`src/rtl/cpu_types_pkg.sv`:
```
// rtl/cpu_types_pkg.sv - shared CPU/RAM types plus the multicore RAM arbiter types
package cpu_types_pkg;

    typedef logic [31:0] word_t;

    typedef enum logic [1:0] {
        FREE   = 2'd0,
        BUSY   = 2'd1,
        ACCESS = 2'd2,
        ERROR  = 2'd3
    } ramstate_t;

    // Wide enough for the largest supported core count (4).
    localparam int ARB_IDX_W = 2;
    localparam int ARB_MAXN  = 1 << ARB_IDX_W;

    typedef enum logic [1:0] {
        IDLE  = 2'd0,
        ISSUE = 2'd1,
        DONE  = 2'd2
    } arb_state_t;

    typedef enum logic [1:0] {
        SRC_I  = 2'd0,
        SRC_DR = 2'd1,
        SRC_DW = 2'd2
    } arb_src_t;

    typedef struct packed {
        logic [ARB_IDX_W-1:0] idx;
        arb_src_t             src;
        word_t                addr;
        word_t                data;
    } arb_grant_t;

    function automatic logic [ARB_IDX_W-1:0] rr_wrap(
        input logic [ARB_IDX_W-1:0] base,
        input int                   off,
        input int                   n
    );
        int s;
        s = int'(base) + off;
        if (s >= n) s = s - n;
        return ARB_IDX_W'(s);
    endfunction

endpackage

```
`src/rtl/rr_picker.sv`:
```
// rtl/rr_picker.sv - combinational round-robin picker: first requester at or after ptr
module rr_picker
    import cpu_types_pkg::*;
#(
    parameter int N = 2
) (
    input  logic [N-1:0]           req,
    input  logic [ARB_IDX_W-1:0]   ptr,
    output logic                   valid,
    output logic [ARB_IDX_W-1:0]   idx
);

    logic [ARB_MAXN-1:0] req_x;

    // Walk offsets from far to near so the nearest requester is the last assignment.
    always_comb begin
        req_x = ARB_MAXN'(req);
        valid = 1'b0;
        idx   = '0;
        for (int k = N - 1; k >= 0; k--) begin
            if (req_x[rr_wrap(ptr, k, N)]) begin
                valid = 1'b1;
                idx   = rr_wrap(ptr, k, N);
            end
        end
    end

endmodule

```
`src/rtl/ram_arbiter.sv`:
```
// rtl/ram_arbiter.sv - round-robin RAM port arbiter for CPUS I/D cache pairs; optional RAM_ARB_STATS_EN
module ram_arbiter
    import cpu_types_pkg::*;
#(
    parameter int CPUS    = 2,
    parameter int TIMEOUT = 255
) (
    input  logic                 CLK,
    input  logic                 nRST,
    input  logic [CPUS-1:0]      iREN,
    input  logic [CPUS-1:0]      dREN,
    input  logic [CPUS-1:0]      dWEN,
    input  logic [CPUS*32-1:0]   iaddr,
    input  logic [CPUS*32-1:0]   daddr,
    input  logic [CPUS*32-1:0]   dstore,
    output logic [CPUS-1:0]      iwait,
    output logic [CPUS-1:0]      dwait,
    output logic [CPUS*32-1:0]   iload,
    output logic [CPUS*32-1:0]   dload,
    input  word_t                ramload,
    input  ramstate_t            ramstate,
    output word_t                ramaddr,
    output word_t                ramstore,
    output logic                 ramREN,
    output logic                 ramWEN,
    output logic                 timeout
`ifdef RAM_ARB_STATS_EN
    ,
    output logic [(CPUS+1)*32-1:0] arb_stats
`endif
);

    localparam logic [7:0] TMAX = 8'(TIMEOUT);

    arb_state_t             state, state_nxt;
    arb_grant_t             grant, grant_nxt;
    logic [ARB_IDX_W-1:0]   rr_ptr, ptr_adv, pick_idx;
    logic                   pick_valid;
    logic [7:0]             timer;
    logic                   is_issue, hit, abort;

    logic [ARB_MAXN-1:0]    iren_x, dren_x, dwen_x;
    word_t                  iaddr_a  [ARB_MAXN];
    word_t                  daddr_a  [ARB_MAXN];
    word_t                  dstore_a [ARB_MAXN];

    // Zero-extend per-CPU buses to the fixed index range so a grant index selects directly.
    always_comb begin
        iren_x = ARB_MAXN'(iREN);
        dren_x = ARB_MAXN'(dREN);
        dwen_x = ARB_MAXN'(dWEN);
        for (int i = 0; i < ARB_MAXN; i++) begin
            iaddr_a[i]  = '0;
            daddr_a[i]  = '0;
            dstore_a[i] = '0;
        end
        for (int i = 0; i < CPUS; i++) begin
            iaddr_a[i]  = iaddr[i*32 +: 32];
            daddr_a[i]  = daddr[i*32 +: 32];
            dstore_a[i] = dstore[i*32 +: 32];
        end
    end

    rr_picker #(.N(CPUS)) u_pick (
        .req   (iREN | dREN | dWEN),
        .ptr   (rr_ptr),
        .valid (pick_valid),
        .idx   (pick_idx)
    );

    always_comb begin
        grant_nxt.idx = pick_idx;
        if (dwen_x[pick_idx])      grant_nxt.src = SRC_DW;
        else if (dren_x[pick_idx]) grant_nxt.src = SRC_DR;
        else                       grant_nxt.src = SRC_I;
        grant_nxt.addr = (grant_nxt.src == SRC_I) ? iaddr_a[pick_idx] : daddr_a[pick_idx];
        grant_nxt.data = dstore_a[pick_idx];
    end

    assign is_issue = (state == ISSUE);
    assign hit      = is_issue && (ramstate == ACCESS);
    assign abort    = is_issue && !hit && ((ramstate == ERROR) || (timer == TMAX));
    assign ptr_adv  = rr_wrap(grant.idx, 1, CPUS);

    always_ff @(posedge CLK or negedge nRST) begin
        if (!nRST) state <= IDLE;
        else       state <= state_nxt;
    end

    always_comb begin
        state_nxt = state;
        case (state)
            IDLE:    if (pick_valid) state_nxt = ISSUE;
            ISSUE:   if (hit)        state_nxt = DONE;
                     else if (abort) state_nxt = IDLE;
            DONE:    state_nxt = IDLE;
            default: state_nxt = IDLE;
        endcase
    end

    always_ff @(posedge CLK or negedge nRST) begin
        if (!nRST) begin
            grant  <= '0;
            rr_ptr <= '0;
            timer  <= '0;
        end else begin
            case (state)
                IDLE: begin
                    if (pick_valid) begin
                        grant <= grant_nxt;
                        timer <= '0;
                    end
                end
                ISSUE: begin
                    if (hit || abort) rr_ptr <= ptr_adv;
                    else              timer  <= timer + 8'd1;
                end
                DONE:    timer <= '0;
                default: timer <= '0;
            endcase
        end
    end

    // Waits are cut combinationally from ramstate so the requester sees ACCESS in the same cycle.
    always_comb begin
        ramREN   = is_issue && (grant.src != SRC_DW);
        ramWEN   = is_issue && (grant.src == SRC_DW);
        ramaddr  = is_issue ? grant.addr : '0;
        ramstore = is_issue ? grant.data : '0;
        timeout  = abort;
        iwait    = '1;
        dwait    = '1;
        for (int i = 0; i < CPUS; i++) begin
            if (hit && (grant.idx == ARB_IDX_W'(i))) begin
                if (grant.src == SRC_I) iwait[i] = 1'b0;
                else                    dwait[i] = 1'b0;
            end
        end
        iload = {CPUS{ramload}};
        dload = {CPUS{ramload}};
    end

`ifdef RAM_ARB_STATS_EN
    logic [31:0] grant_cnt [CPUS];
    logic [31:0] stall_cnt;

    always_ff @(posedge CLK or negedge nRST) begin
        if (!nRST) begin
            for (int i = 0; i < CPUS; i++) grant_cnt[i] <= '0;
            stall_cnt <= '0;
        end else begin
            for (int i = 0; i < CPUS; i++) begin
                if ((state == IDLE) && pick_valid && (pick_idx == ARB_IDX_W'(i)))
                    grant_cnt[i] <= grant_cnt[i] + 32'd1;
            end
            if (is_issue && (ramstate == BUSY)) stall_cnt <= stall_cnt + 32'd1;
        end
    end

    always_comb begin
        arb_stats = '0;
        for (int i = 0; i < CPUS; i++) arb_stats[i*32 +: 32] = grant_cnt[i];
        arb_stats[CPUS*32 +: 32] = stall_cnt;
    end
`endif

endmodule
```
`config.mk`:
```
export PLATFORM = sky130hd
export DESIGN_NAME = ram_arbiter
export DESIGN_NICKNAME = d
export VERILOG_FILES = /design/src/rtl/cpu_types_pkg.sv /design/src/rtl/rr_picker.sv /design/src/rtl/ram_arbiter.sv
export SDC_FILE = /design/constraint.sdc
export NUM_CORES = 1
export LEC_CHECK = 0
export ABC_AREA = 1
export CAP_MARGIN = 25
export CELL_PAD_IN_SITES_DETAIL_PLACEMENT = 1
export CELL_PAD_IN_SITES_GLOBAL_PLACEMENT = 1
export CORE_MARGIN = 5
export CORE_UTILIZATION = 26
export DETAILED_ROUTE_END_ITERATION = 12
export PLACE_DENSITY = 0.86
export SLEW_MARGIN = 20
export SYNTH_ARGS = -nofsm -noshare
export SYNTH_HDL_FRONTEND = slang
export SYNTH_SLANG_ARGS = --single-unit
```
`constraint.sdc`:
```
create_clock -name CLK -period 4.4 [get_ports CLK]
set_clock_uncertainty 0.2 [all_clocks]
set_input_delay 0.44 -clock CLK [delete_from_list [all_inputs] [get_ports CLK]]
set_output_delay 0.44 -clock CLK [all_outputs]
set_load 0.005 [all_outputs]
```
==> summary.txt <==
Run status
  – Status: complete, no violations

Global route
  – Initial antenna violation count: 0
  – Pin count of the biggest net entering global routing: 73
  – Vias in the first global route: 7000
  – First-pass GRT wire length: between 30 and 40 mm
  – GRT Util Overall: 16.4%
  – Overflow after GRT: 0

Synthesis
  – Synth Cell Area: about 6700 um2
  – Async SR Flop Fraction: 100%
  – Number of flops mapped to enable cells by yosys: 0
  – Ys Warns: 0
  – Yosys reg bits: 80
  – Post-synthesis sequential area ratio: a little under a third
  – Syn nets: around 1300
  – Post-synth top cells: 342 x nand2_1, 163 x nand3_1, 144 x inv_1
  – Area contributors post-synth: dfrtp_1 30%, nand2_1 19%, buf_4 15%
  – Synthesized instance count: 1074
  – Avg Inst Size Synth: 6.21 um2
  – Cell taking the most area after synthesis: dfrtp_1
  – Top-count cell post-synth: nand2_1
  – Post-synth top area share: between 30 and 40%
  – Post-synth cell types: 29
  – Primary FF master, synth: dfrtp_1

Worst setup path
  – Element type at the critical path end: output port
  – Worst Path Max Fanout: between 50 and 60
  – Critical path class: reg2out
  – Worst Path Arrival: 2.60 ns
  – Worst Path Required: between 3 and 4 ns
  – Startpoint Class: flip-flop

Place
  – Number of I/O port buffers: ~270
  – Post-DP Area: between 8000 and 9000 um2
  – Placer congestion estimate: about 0.81
  – Hpwl dp: about 19 mm
  – # placed instances: about 1500

CTS
  – PostCTS Resize Cnt: 0
  – TritonCTS clock tree: built
  – Clk Latency, worst-skew pair: 0.33 ns
  – Clock Tree Buf Depth: 2
  – Clock slew seen by the registers of the worst setup and hold paths: approximately 0.06 ns
  – CTS Buf Count: 9
  – Root buffer cell: clkbuf_16
  – Sink Count: 80
  – Post-CTS setup buffers: 0
  – Total number of H-tree levels: 3

Timing
  – Hold Violations, Final: 0
  – Max_slew headroom: ~36%
  – RSZ-0062 raised after global routing: false
  – Crit share post-route: between 70% and 80%
  – Slew Limit Fails: 0
  – Final Critical Period: roughly 3.2 ns
  – Final Setup Violations: 0
  – Setup tns final: 0 ns
  – Max Clock Freq: about 310 MHz
  – Slew of the pin with the lowest slew margin: 0.959 ns

Route
  – Via count: just under 7000
  – Final Routed Wirelength: roughly 25 mm
  – DR DRC count: 0
  – Iteration-0 DRC Markers: ~230
  – WL/cell: around 16 um
  – Drt pass-1 iters: 4
  – Vias per inst: approximately 4.5
  – Post-route ant nets: 0

Floorplanning
  – Std-Cell Rows: between 50 and 60
  – Die ar.: 29000 um2
  – Die height: roughly 170 um
  – Die Span X: between 150 and 200 um
  – Core ar.: 25300 um2
  – IO Count: 433
  – Starting density of the core: 26.4%

Power
  – Leak: around 4.5 nW
  – Power per cell area: about 550 nW/um2
  – Max VDD drop: between 0.2 and 0.3 mV

Min path
  – Worst min path class: reg2reg

Job
  – Max-cap violations: 0

Layout
  – Post-layout instance count excluding filler cells: 1513
  – Nets@finish: between 1000 and 1500
  – Post-route cell area: 8950 um2
  – Layout cell share with drive strength beyond 1: ~3.6%
  – N_diodes: 0
  – P&R area growth vs syn: 34.2%
==> per-layer routing <==
layer / part of all wire [%] / global-route usage [%] / vias to the layer above / routed length, um
met4: 0.94 / 3.02 / 0 / 232
met3: 6.0 / 3.32 / 17 / 1480
met1: 40 / 19.3 / 3171 / 9940
met5: 0 / 0 / - / 0
li1: - / - / 3348 / -
met2: 53 / 31.0 / 250 / 13200
==> critical path, stage by stage, from the launching register on <==
cell	delay, ns
dfrtp_1	0.42
inv_1	0.12
nor2_4	0.07
inv_2	0.70
buf_4	0.39
nor2_1	0.07
clkdlybuf4s50_1	0.48
==> worst paths after layout <==
check / startpoint / end / slack (ns) / cells after the start
min reg2reg: grant[40] / grant[40] / 0.28 / 2
max in group asynchronous: nRST / grant[41] / 2.60 / 3
min in group asynchronous: nRST / grant[66] / 0.43 / 2
max reg2reg: rr_ptr[0] / grant[35] / 1.65 / 9
min: grant[40] / grant[40] / 0.28 / 2
max: state[0] / ramaddr[18] / 1.16 / 6
==> through the flow <==
stage	setup WS, ns	power (mW)	hold WS (ns)	util (%)
2_1_floorplan	2.52	3.02	-0.0556	-
3_3_place_gp	1.01	4.12	0.244	34.2
3_5_place_dp	0.832	4.22	0.267	34.2
4_1_cts	1.08	5.05	0.288	35.5
5_1_grt	0.937	5.44	0.301	35.5
6_report	1.16	4.94	0.281	35.5
==> cells by family after synthesis <==
| kind of cell | count (synthesis) | share of synthesized area (%) |
|---|---|---|
| simple gates | 597 | 37.8 |
| fa+ha+maj | 1 | 0.187 |
| compound gates | 60 | 4.65 |
| buf+inv | 334 | 27.1 |
| xor+xnor | 2 | 0.263 |
| flops | 80 | 30.0 |
==> repair_timing <==
action,4_1_cts,5_1_grt
hold buffers,1,0
setup endpoints to repair,0,0
endpoints found under the hold margin,36,0
==> layout make-up <==
| class | instances | area [um2] |
|---|---|---|
| inverter | 145 | 544 |
| sequential | 80 | 2000 |
| tap | 330 | 413 |
| timing repair buffer | 282 | 2810 |
| clock buffer | 9 | 225 |
| fill | 3239 | 16300 |
| clock inverter | 7 | 78.8 |
| multi-input combinational | 660 | 2880 |
==> power breakdown <==
part | leakage [nW] | internal (mW) | switching, mW
Combinational | 3.33 | 1.21 | 1.71
Clock | 0.144 | 0.446 | 0.339
Sequential | 1.00 | 1.07 | 0.164
Total | 4.47 | 2.72 | 2.22
==> state kept, by name, summed over array words and instances (netlist names) <==
register / cells
rr_ptr: 2
state: 2
grant: 68
timer: 8
==> cells in the final DEF (no fill, tap or decap), types with 2 or more instances in the layout <==
master           synthesis  routed
inv_1                  144     143
nor2_4                   1       2
nand2_2                  5       3
nor2_1                  72      72
o21ai_0                 40      40
buf_4                  135       9
nand3_1                163     163
a21oi_1                  9       9
nand3b_1                 2       2
dfrtp_1                 80      80
clkinvlp_4               0       2
inv_2                    1       2
clkdlybuf4s50_1          0     271
nand2_1                342     342
or2_2                    2       2
o21ai_1                  7       7
xor2_1                   2       2
nor3_2                   2       2
nand2_4                  1       3
clkbuf_16                0       9
nand4_1                  4       4
Power figures use the tool's default switching activity.
